File: src/rtl/prn_reclaim_queue.sv
// rtl/prn_reclaim_queue.sv - in-order old/new PRN bookkeeping queue with commit reclaim and youngest-first flush unwind
module prn_reclaim_queue #(
    parameter int ARN_BITS     = 6,
    parameter int PRN_BITS     = 6,
    parameter int MAX_OPERANDS = 3,
    parameter int DEPTH        = 16,
    localparam int TAG_BITS    = $clog2(DEPTH)
) (
    input  logic                                   clk,
    input  logic                                   rst,
    input  logic                                   alloc_valid,
    output logic                                   alloc_ready,
    output logic [TAG_BITS-1:0]                    alloc_tag,
    input  logic [MAX_OPERANDS-1:0]                alloc_dst_valid,
    input  logic [MAX_OPERANDS-1:0][ARN_BITS-1:0]  alloc_arn,
    input  logic [MAX_OPERANDS-1:0][PRN_BITS-1:0]  alloc_old_prn,
    input  logic [MAX_OPERANDS-1:0][PRN_BITS-1:0]  alloc_new_prn,
    input  logic                                   commit_valid,
    input  logic                                   flush,
    output logic [MAX_OPERANDS-1:0]                free_valid,
    output logic [MAX_OPERANDS-1:0][PRN_BITS-1:0]  free_prns,
    output logic [MAX_OPERANDS-1:0]                restore_valid,
    output logic [MAX_OPERANDS-1:0][ARN_BITS-1:0]  restore_arn,
    output logic [MAX_OPERANDS-1:0][PRN_BITS-1:0]  restore_prn,
    output logic                                   busy,
    output logic [TAG_BITS:0]                      count
);
    typedef enum logic {RUN, UNWIND} state_t;

    localparam logic [TAG_BITS:0]   CNT_ONE = 1;
    localparam logic [TAG_BITS-1:0] TAG_ONE = 1;

    state_t state, state_nxt;
    logic [TAG_BITS-1:0] head, tail, head_nxt, tail_nxt, tail_m1;
    logic [TAG_BITS:0]   cnt, cnt_nxt;
    logic                alloc_fire, commit_fire, unwind_pop;

    logic [MAX_OPERANDS-1:0]               mem_dv  [DEPTH];
    logic [MAX_OPERANDS-1:0][ARN_BITS-1:0] mem_arn [DEPTH];
    logic [MAX_OPERANDS-1:0][PRN_BITS-1:0] mem_old [DEPTH];
    logic [MAX_OPERANDS-1:0][PRN_BITS-1:0] mem_new [DEPTH];

    assign tail_m1     = tail - TAG_ONE;
    // count is a power of two at full, so its MSB alone marks "full"
    assign alloc_ready = (state == RUN) && !cnt[TAG_BITS];
    assign alloc_tag   = tail;
    assign count       = cnt;
    assign busy        = (state == UNWIND);

    always_comb begin
        state_nxt   = state;
        head_nxt    = head;
        tail_nxt    = tail;
        cnt_nxt     = cnt;
        alloc_fire  = 1'b0;
        commit_fire = 1'b0;
        unwind_pop  = 1'b0;
        case (state)
            RUN: begin
                if (flush) begin
                    if (cnt != '0) state_nxt = UNWIND;
                end else begin
                    alloc_fire  = alloc_valid && !cnt[TAG_BITS];
                    commit_fire = commit_valid && (cnt != '0);
                    if (alloc_fire)  tail_nxt = tail + TAG_ONE;
                    if (commit_fire) head_nxt = head + TAG_ONE;
                    case ({alloc_fire, commit_fire})
                        2'b10:   cnt_nxt = cnt + CNT_ONE;
                        2'b01:   cnt_nxt = cnt - CNT_ONE;
                        default: cnt_nxt = cnt;
                    endcase
                end
            end
            UNWIND: begin
                unwind_pop = 1'b1;
                tail_nxt   = tail_m1;
                cnt_nxt    = cnt - CNT_ONE;
                if (cnt == CNT_ONE) state_nxt = RUN;
            end
            default: state_nxt = RUN;
        endcase
    end

    always_ff @(posedge clk or negedge rst) begin
        if (!rst) begin
            state <= RUN;
            head  <= '0;
            tail  <= '0;
            cnt   <= '0;
        end else begin
            state <= state_nxt;
            head  <= head_nxt;
            tail  <= tail_nxt;
            cnt   <= cnt_nxt;
        end
    end

    always_ff @(posedge clk) begin
        if (alloc_fire) begin
            mem_dv[tail]  <= alloc_dst_valid;
            mem_arn[tail] <= alloc_arn;
            mem_old[tail] <= alloc_old_prn;
            mem_new[tail] <= alloc_new_prn;
        end
    end

    // commit returns the overwritten mapping; unwind returns the new one and reinstalls the old
    always_ff @(posedge clk or negedge rst) begin
        if (!rst) begin
            free_valid    <= '0;
            free_prns     <= '0;
            restore_valid <= '0;
            restore_arn   <= '0;
            restore_prn   <= '0;
        end else begin
            free_valid    <= '0;
            free_prns     <= '0;
            restore_valid <= '0;
            restore_arn   <= '0;
            restore_prn   <= '0;
            if (commit_fire) begin
                free_valid <= mem_dv[head];
                free_prns  <= mem_old[head];
            end else if (unwind_pop) begin
                free_valid    <= mem_dv[tail_m1];
                free_prns     <= mem_new[tail_m1];
                restore_valid <= mem_dv[tail_m1];
                restore_arn   <= mem_arn[tail_m1];
                restore_prn   <= mem_old[tail_m1];
            end
        end
    end
endmodule

File: config.mk
export PLATFORM = sky130hd
export DESIGN_NAME = prn_reclaim_queue
export DESIGN_NICKNAME = d
export VERILOG_FILES = /design/src/rtl/prn_reclaim_queue.sv
export SDC_FILE = /design/constraint.sdc
export NUM_CORES = 1
export LEC_CHECK = 0
export CORE_UTILIZATION = 64
export CTS_BUF_LIST = sky130_fd_sc_hd__clkbuf_8
export DETAILED_ROUTE_END_ITERATION = 16
export PLACE_DENSITY_LB_ADDON = 0.1
export RECOVER_POWER = 100
export REMOVE_ABC_BUFFERS = 1
export SETUP_SLACK_MARGIN = 0.1
export SYNTH_ARGS = -nofsm -noshare
export SYNTH_HDL_FRONTEND = slang
export SYNTH_SLANG_ARGS = --single-unit
File: constraint.sdc
create_clock -name clk -period 15.9 [get_ports clk]
set_input_delay 1.59 -clock clk [delete_from_list [all_inputs] [get_ports clk]]
set_output_delay 1.59 -clock clk [all_outputs]
set_load 0.02 [all_outputs]
; ---- Yosys cells after proc, flatten, opt, wreduce, memory -nomap -nowiden
; Memories as Yosys holds them, arrays and structs flattened.
; Index checks and enable logic that the tools add are counted.
[totals]
out_inout_bits = 71
elab_cells = 66
mem_count = 4
inputBits = 62
ram_bits = 912
register_bits = 74
[op_classes]
n_reduce_logical = 8
addsub = 5
muxes = 26
n_bitwise = 2
eq_ne = 6
[mem_list]
columns = memory, words, width, rd, rd_ports_with_merged_regs, write_ports, line_no
row1 = mem_arn, 16, 18, 1, 0, 1, 39  ; logic [MAX_OPERANDS-1:0][ARN_BITS-1:0] mem_arn [DEPTH];
row2 = mem_new, 16, 18, 1, 0, 1, 41  ; logic [MAX_OPERANDS-1:0][PRN_BITS-1:0] mem_new [DEPTH];
row3 = mem_old, 16, 18, 2, 0, 1, 40  ; logic [MAX_OPERANDS-1:0][PRN_BITS-1:0] mem_old [DEPTH];
row4 = mem_dv, 16, 3, 2, 0, 1, 38  ; logic [MAX_OPERANDS-1:0] mem_dv [DEPTH];
[ops]
columns = op, count
row1 = $mux 18, 6
row2 = $pmux 5 s2, 2
row3 = $mux 1, 10
row4 = $mux 3, 3
row5 = $add 4x1->4 const B, 2
row6 = $mux 4, 2
row7 = $pmux 4 s2, 1
row8 = $add 5x1->5 const B, 1
row9 = $eq 5x1->1 const B, 1
row10 = $mux 5, 1
row11 = $reduce_bool 5->1, 1
row12 = $sub 5x1->5 const B, 1
row13 = $reduce_and 2->1, 2
row14 = $sub 4x1->4 const B, 1
row15 = $logic_and 1x1->1, 3
row16 = $ne 3x1->1 const B, 1
row17 = $reduce_and 3->1, 1
row18 = $eq 2x1->1 const B, 1
row19 = $eq 2x2->1 const B, 1
row20 = $ne 2x1->1 const B, 1
row21 = $ne 2x2->1 const B, 1
row22 = $not 1->1, 2
row23 = $pmux 1 s2, 1
row24 = $logic_not 1->1, 1

; ---- Logic depth before layout (Yosys ltp)
[logic_depth]
word_depth = 6
mapped_depth = 12
ltp_nobuf = 7

; ---- Worst setup path before layout
; Ideal clock, no wire load.
[synth_timing]
path_kind = input to register
startpoint = input alloc_valid
endpoint = memory mem_arn[3][0] (netlist bit) (enable)
required_time_ns = 15.358
t_arrival_ns = 6.061
path_buffers = 0
slack_ns = 9.297
setup_time_ns = 0.542
cell_stages = 4
cell_sequence = nand2b_1 nor3_1 nand2_1 nor3_1
[synth_between]
elab_chain_len = 5
[synth_rtl]
columns = item, line_no
row1 = from (decl), 11  ; input logic alloc_valid,
row2 = $logic_and 1x1->1, 63  ; alloc_fire = alloc_valid && !cnt[TAG_BITS];
row3 = $mux 1, 60  ; if (flush) begin
row4 = $mux 1, 58  ; case (state)
row5 = $mux 1, 99  ; if (alloc_fire) begin
row6 = $mux 1 (implied by the code), 101  ; mem_arn[tail] <= alloc_arn;
row7 = to (decl), 39
; Every way passes these cells.

; ---- Worst setup path after layout
[layout_timing]
startpoint = register tail[0], in the netlist alloc_tag[0]
endpoint = memory mem_arn[4][8] (netlist bit) (enable)
[layout_lines]
columns = item, line_no
row1 = from (decl), 34  ; logic [TAG_BITS-1:0] head, tail, head_nxt, tail_nxt, tail_m1;
row2 = from (signal assigned), 93  ; tail <= tail_nxt;
; Straight into the memory's write port.

==> qor.yml <==
status:
  status: "finished with violations"
  failed_checks: "max-capacitance violations, max-slew violations"
critical_path:
  worstSetupStartpointType: "flip-flop"
  critPathArrivalTime_ps: 10250
  timing.critical_path.cells: "inv_1, clkbuf_1, ha_1, nand2_1, nor2_1, clkbuf_1"
  cp.required_ps: 16200
  critPathKind: "flip-flop to flip-flop"
  crit_path_frequent_cell: "sky130_fd_sc_hd__clkbuf_1"
  critPathSlowestCell: "sky130_fd_sc_hd__clkbuf_1"
  critical_path.max_stage_delay_ps: 3150
  path_max_fanout: 46
  worstSetupEndpointType: "flip-flop"
synthesis:
  synthArstFlopShare_pct: 7.51
  main_combinational_cell_family_by_area_after_synthesis: "multiplexers"
  mux_contribution_to_synthesized_area_pct: 21.6
  synth_xor_xnor_area_share_pct: 0.309
  synth_simple_gate_area_share_pct: 1.08
  ys.flop_type: "sky130_fd_sc_hd__edfxtp_1"
  synth_compound_area_share_pct: 1.89
  postSynthCellCount: 1780
  post_synth_fa_ha_maj_area_fraction_pct: 0.313
  synth_cell_types: 50
  synth_sequential_area_ratio_pct: 73.0
  ys_ff_latch: 986
  synthesis.area_per_instance_um2: 22.5
  post_synth_edffs: 912
  ys_warn_count: 0
  syn_area_mm2: 0.0400
hold_path:
  worstHoldPathType: "flip-flop to flip-flop"
routing:
  routed_wire_length_um: 87200
  drt_pass1_iterations: 5
  dr_total_vias: 19500
  drt_first_iter_violations: 1939
  routedWlPerCell_um: 29.4
  post-route-drc-count: 0
  detail-route-antenna-nets: 0
  vias_per_cell: 6.57
grt:
  first_global_vias: 20600
  maximum_number_of_pins_on_one_net_before_global_route_repair: 108
  initial_antenna_violation_count: 16
  gr-usage-met3_pct: 5.91
  grt_most_used_layer: "met2"
  grt_util_met1_pct: 39.2
  grt_pass1_wl_um: 130000
  grt_remaining_overflow: 0
  globalRouteTotalUtil_pct: 28.7
  grt_util_met2_pct: 46.5
place:
  portBuffers: 132
  place.detailed.hpwl_um: 44200
  gp_congestion: 0.780
clock_tree:
  cts_max_path_bufs: 3
  cts.htree.levels: 4
  cts_tree: "built"
  numClockSinks: 986
  cts-resized-gates: 0
  tritoncts.num_buffers: 157
  hold_buffers: 0
  cts-root-buf: "sky130_fd_sc_hd__clkbuf_8"
  post_cts.repair.setup_buffers: 0
  clkTransAtPathRegs_ps: 60
  clkLatencyLatePin_ps: 810
sta:
  fin_worst_skew_ps: 31.8
  grt_setup_unrepaired: "no"
  hold_viol: 0
  finalCritPeriodShare_pct: 62.5
  fin_setup_tns_ps: 0
  final-setup-viol-count: 0
  timing.final.crit_period_ps: 9950
  maxSlewViolCount: 1101
  slew-limit-headroom_pct: -222
  worst-slew-pin-transition_ps: 4830
  fmax_mhz: 101
  hold_ws_ps: 576
floorplan:
  top_level_ports: 133
  core-area_mm2: 0.0617
  die_y_um: 252
  die_w_um: 252
  dieArea_mm2: 0.0635
  start_util_pct: 64.9
  rows: 91
flow_run:
  cap_viol_max_count: 31
final_layout:
  finalNetCount: 2068
  num-fill-cells: 3598
  multiInputGateArea_mm2: 0.0101
  final-seq-area_mm2: 0.0292
  areaGrowthSynthToFinish_pct: 12.4
  drive_above_1_share_pct: 23.7
power:
  power.leakage_nw: 15.0
  cell_area_power_density_mw_per_mm2: 187
  peakVddDrop_mv: 0.251
routing by layer:
layer | wire (um) | vias up
met5 | 36 | -
met4 | 2280 | 6
met3 | 6560 | 164
met2 | 43900 | 893
met1 | 34500 | 10300
li1 | - | 8110
synthesized netlist by cell type (6+ instances only):
master,number,share of area [%]
sky130_fd_sc_hd__dfrtp_1,74,4.6
sky130_fd_sc_hd__edfxtp_1,912,68
sky130_fd_sc_hd__mux2i_1,169,4.2
sky130_fd_sc_hd__buf_2,43,0.54
sky130_fd_sc_hd__o22ai_1,43,0.67
sky130_fd_sc_hd__nand3_1,13,0.16
sky130_fd_sc_hd__buf_1,11,0.10
sky130_fd_sc_hd__nor3_1,10,0.13
sky130_fd_sc_hd__ha_1,10,0.31
sky130_fd_sc_hd__mux4_1,34,2.2
sky130_fd_sc_hd__nand2_1,16,0.15
sky130_fd_sc_hd__buf_4,6,0.11
sky130_fd_sc_hd__buf_6,21,0.59
sky130_fd_sc_hd__clkbuf_1,27,0.25
sky130_fd_sc_hd__xnor2_1,7,0.15
sky130_fd_sc_hd__nor2_1,20,0.19
sky130_fd_sc_hd__mux4_2,266,15
sky130_fd_sc_hd__mux2_2,7,0.20
sky130_fd_sc_hd__o221ai_1,16,0.35
sky130_fd_sc_hd__o22a_1,18,0.39
registers in the layout, indices dropped and copies added (netlist names), 5 cells and up:
name         flops
count            5
free_prns       18
mem_arn        288
mem_dv          48
mem_new        288
mem_old        288
restore_arn     18
restore_prn     18
layout by cell type (no fill, tap or decap), types with 4 or more instances in the layout:
cell type	instances
sky130_fd_sc_hd__inv_1	70
sky130_fd_sc_hd__dlygate4sd3_1	130
sky130_fd_sc_hd__nand2_1	15
sky130_fd_sc_hd__clkinv_2	12
sky130_fd_sc_hd__mux4_2	266
sky130_fd_sc_hd__clkinv_1	23
sky130_fd_sc_hd__xnor2_1	7
sky130_fd_sc_hd__mux2_2	7
sky130_fd_sc_hd__o22ai_1	43
sky130_fd_sc_hd__bufinv_16	6
sky130_fd_sc_hd__ha_1	10
sky130_fd_sc_hd__nor3_1	10
sky130_fd_sc_hd__a21oi_1	5
sky130_fd_sc_hd__clkinvlp_4	6
sky130_fd_sc_hd__edfxtp_1	912
sky130_fd_sc_hd__nand4_1	4
sky130_fd_sc_hd__nand3_1	13
sky130_fd_sc_hd__xor2_1	4
sky130_fd_sc_hd__mux2i_1	169
sky130_fd_sc_hd__o221ai_1	16
sky130_fd_sc_hd__dfrtp_1	71
sky130_fd_sc_hd__o22a_1	18
sky130_fd_sc_hd__mux4_1	34
sky130_fd_sc_hd__clkbuf_8	174
sky130_fd_sc_hd__nor2_1	17
sky130_fd_sc_hd__clkbuf_1	24
sky130_fd_sc_hd__buf_4	11
sky130_fd_sc_hd__diode_2	5
final timing paths:
check	from	to	slack (ps)	cells after the start
min in group asynchronous	rst	free_prns[5]$_DFF_PN0_	1500	1
worst min-delay path	head[3]$_DFFE_PN0P_	head[3]$_DFFE_PN0P_	580	1
max in group asynchronous	rst	head[1]$_DFFE_PN0P_	9350	2
worst min register to register	head[3]$_DFFE_PN0P_	head[3]$_DFFE_PN0P_	580	1
worst max-delay path	alloc_tag[0]$_DFFE_PN0P_	mem_arn[4][8]$_DFFE_PP_	5950	6
worst max register to register	alloc_tag[0]$_DFFE_PN0P_	mem_arn[4][8]$_DFFE_PP_	5950	6
metrics by stage:
stage | util, % | std cells | total power [mW] | cell area [um^2] | setup WS, ps
2_1_floorplan | - | 1670 | 6.02 | 39400 | -843
3_3_place_gp | 68.3 | 2674 | 6.39 | 42100 | 10830
3_5_place_dp | 68.3 | 2674 | 6.43 | 42100 | 10800
4_1_cts | 73.3 | 2965 | 8.50 | 45200 | 10790
5_1_grt | 72.9 | 2968 | 8.75 | 45000 | 5590
6_report | 72.9 | 2970 | 8.40 | 45000 | 5950
cells by family (layout without fill, tap and decap cells):
kind of cell / Yosys count / in the layout
flops: 986 / 986
xor+xnor: 12 / 12
other cells: 0 / 5
buf+inv: 116 / 464
mux: 476 / 476
simple gates: 81 / 81
compound gates: 99 / 99
fa+ha+maj: 10 / 10
worst max-delay path: cells and delay by family (launching register included):
family	cells	cell delay, ps
adders and majority gates	1	510
buffers and inverters	3	6370
DFF	1	1070
and+or+nand+nor	2	1450
power breakdown:
group          total (mW)  internal, mW  switching [mW]
logic                3.23          1.57            1.65
registers            3.10          2.96           0.136
clock network        2.08          1.11           0.971
area by class of cell:
type / count / area share, %
clock inverters: 117 / 1.50
inverters: 6 / 0.0501
multi-input cells: 678 / 22.4
diodes: 5 / 0.0278
clock buffers: 174 / 5.32
repair buffers: 167 / 3.34
flip-flops and latches: 986 / 65.0
well taps: 837 / 2.33
Note: power is estimated with default switching activity, not from simulation.
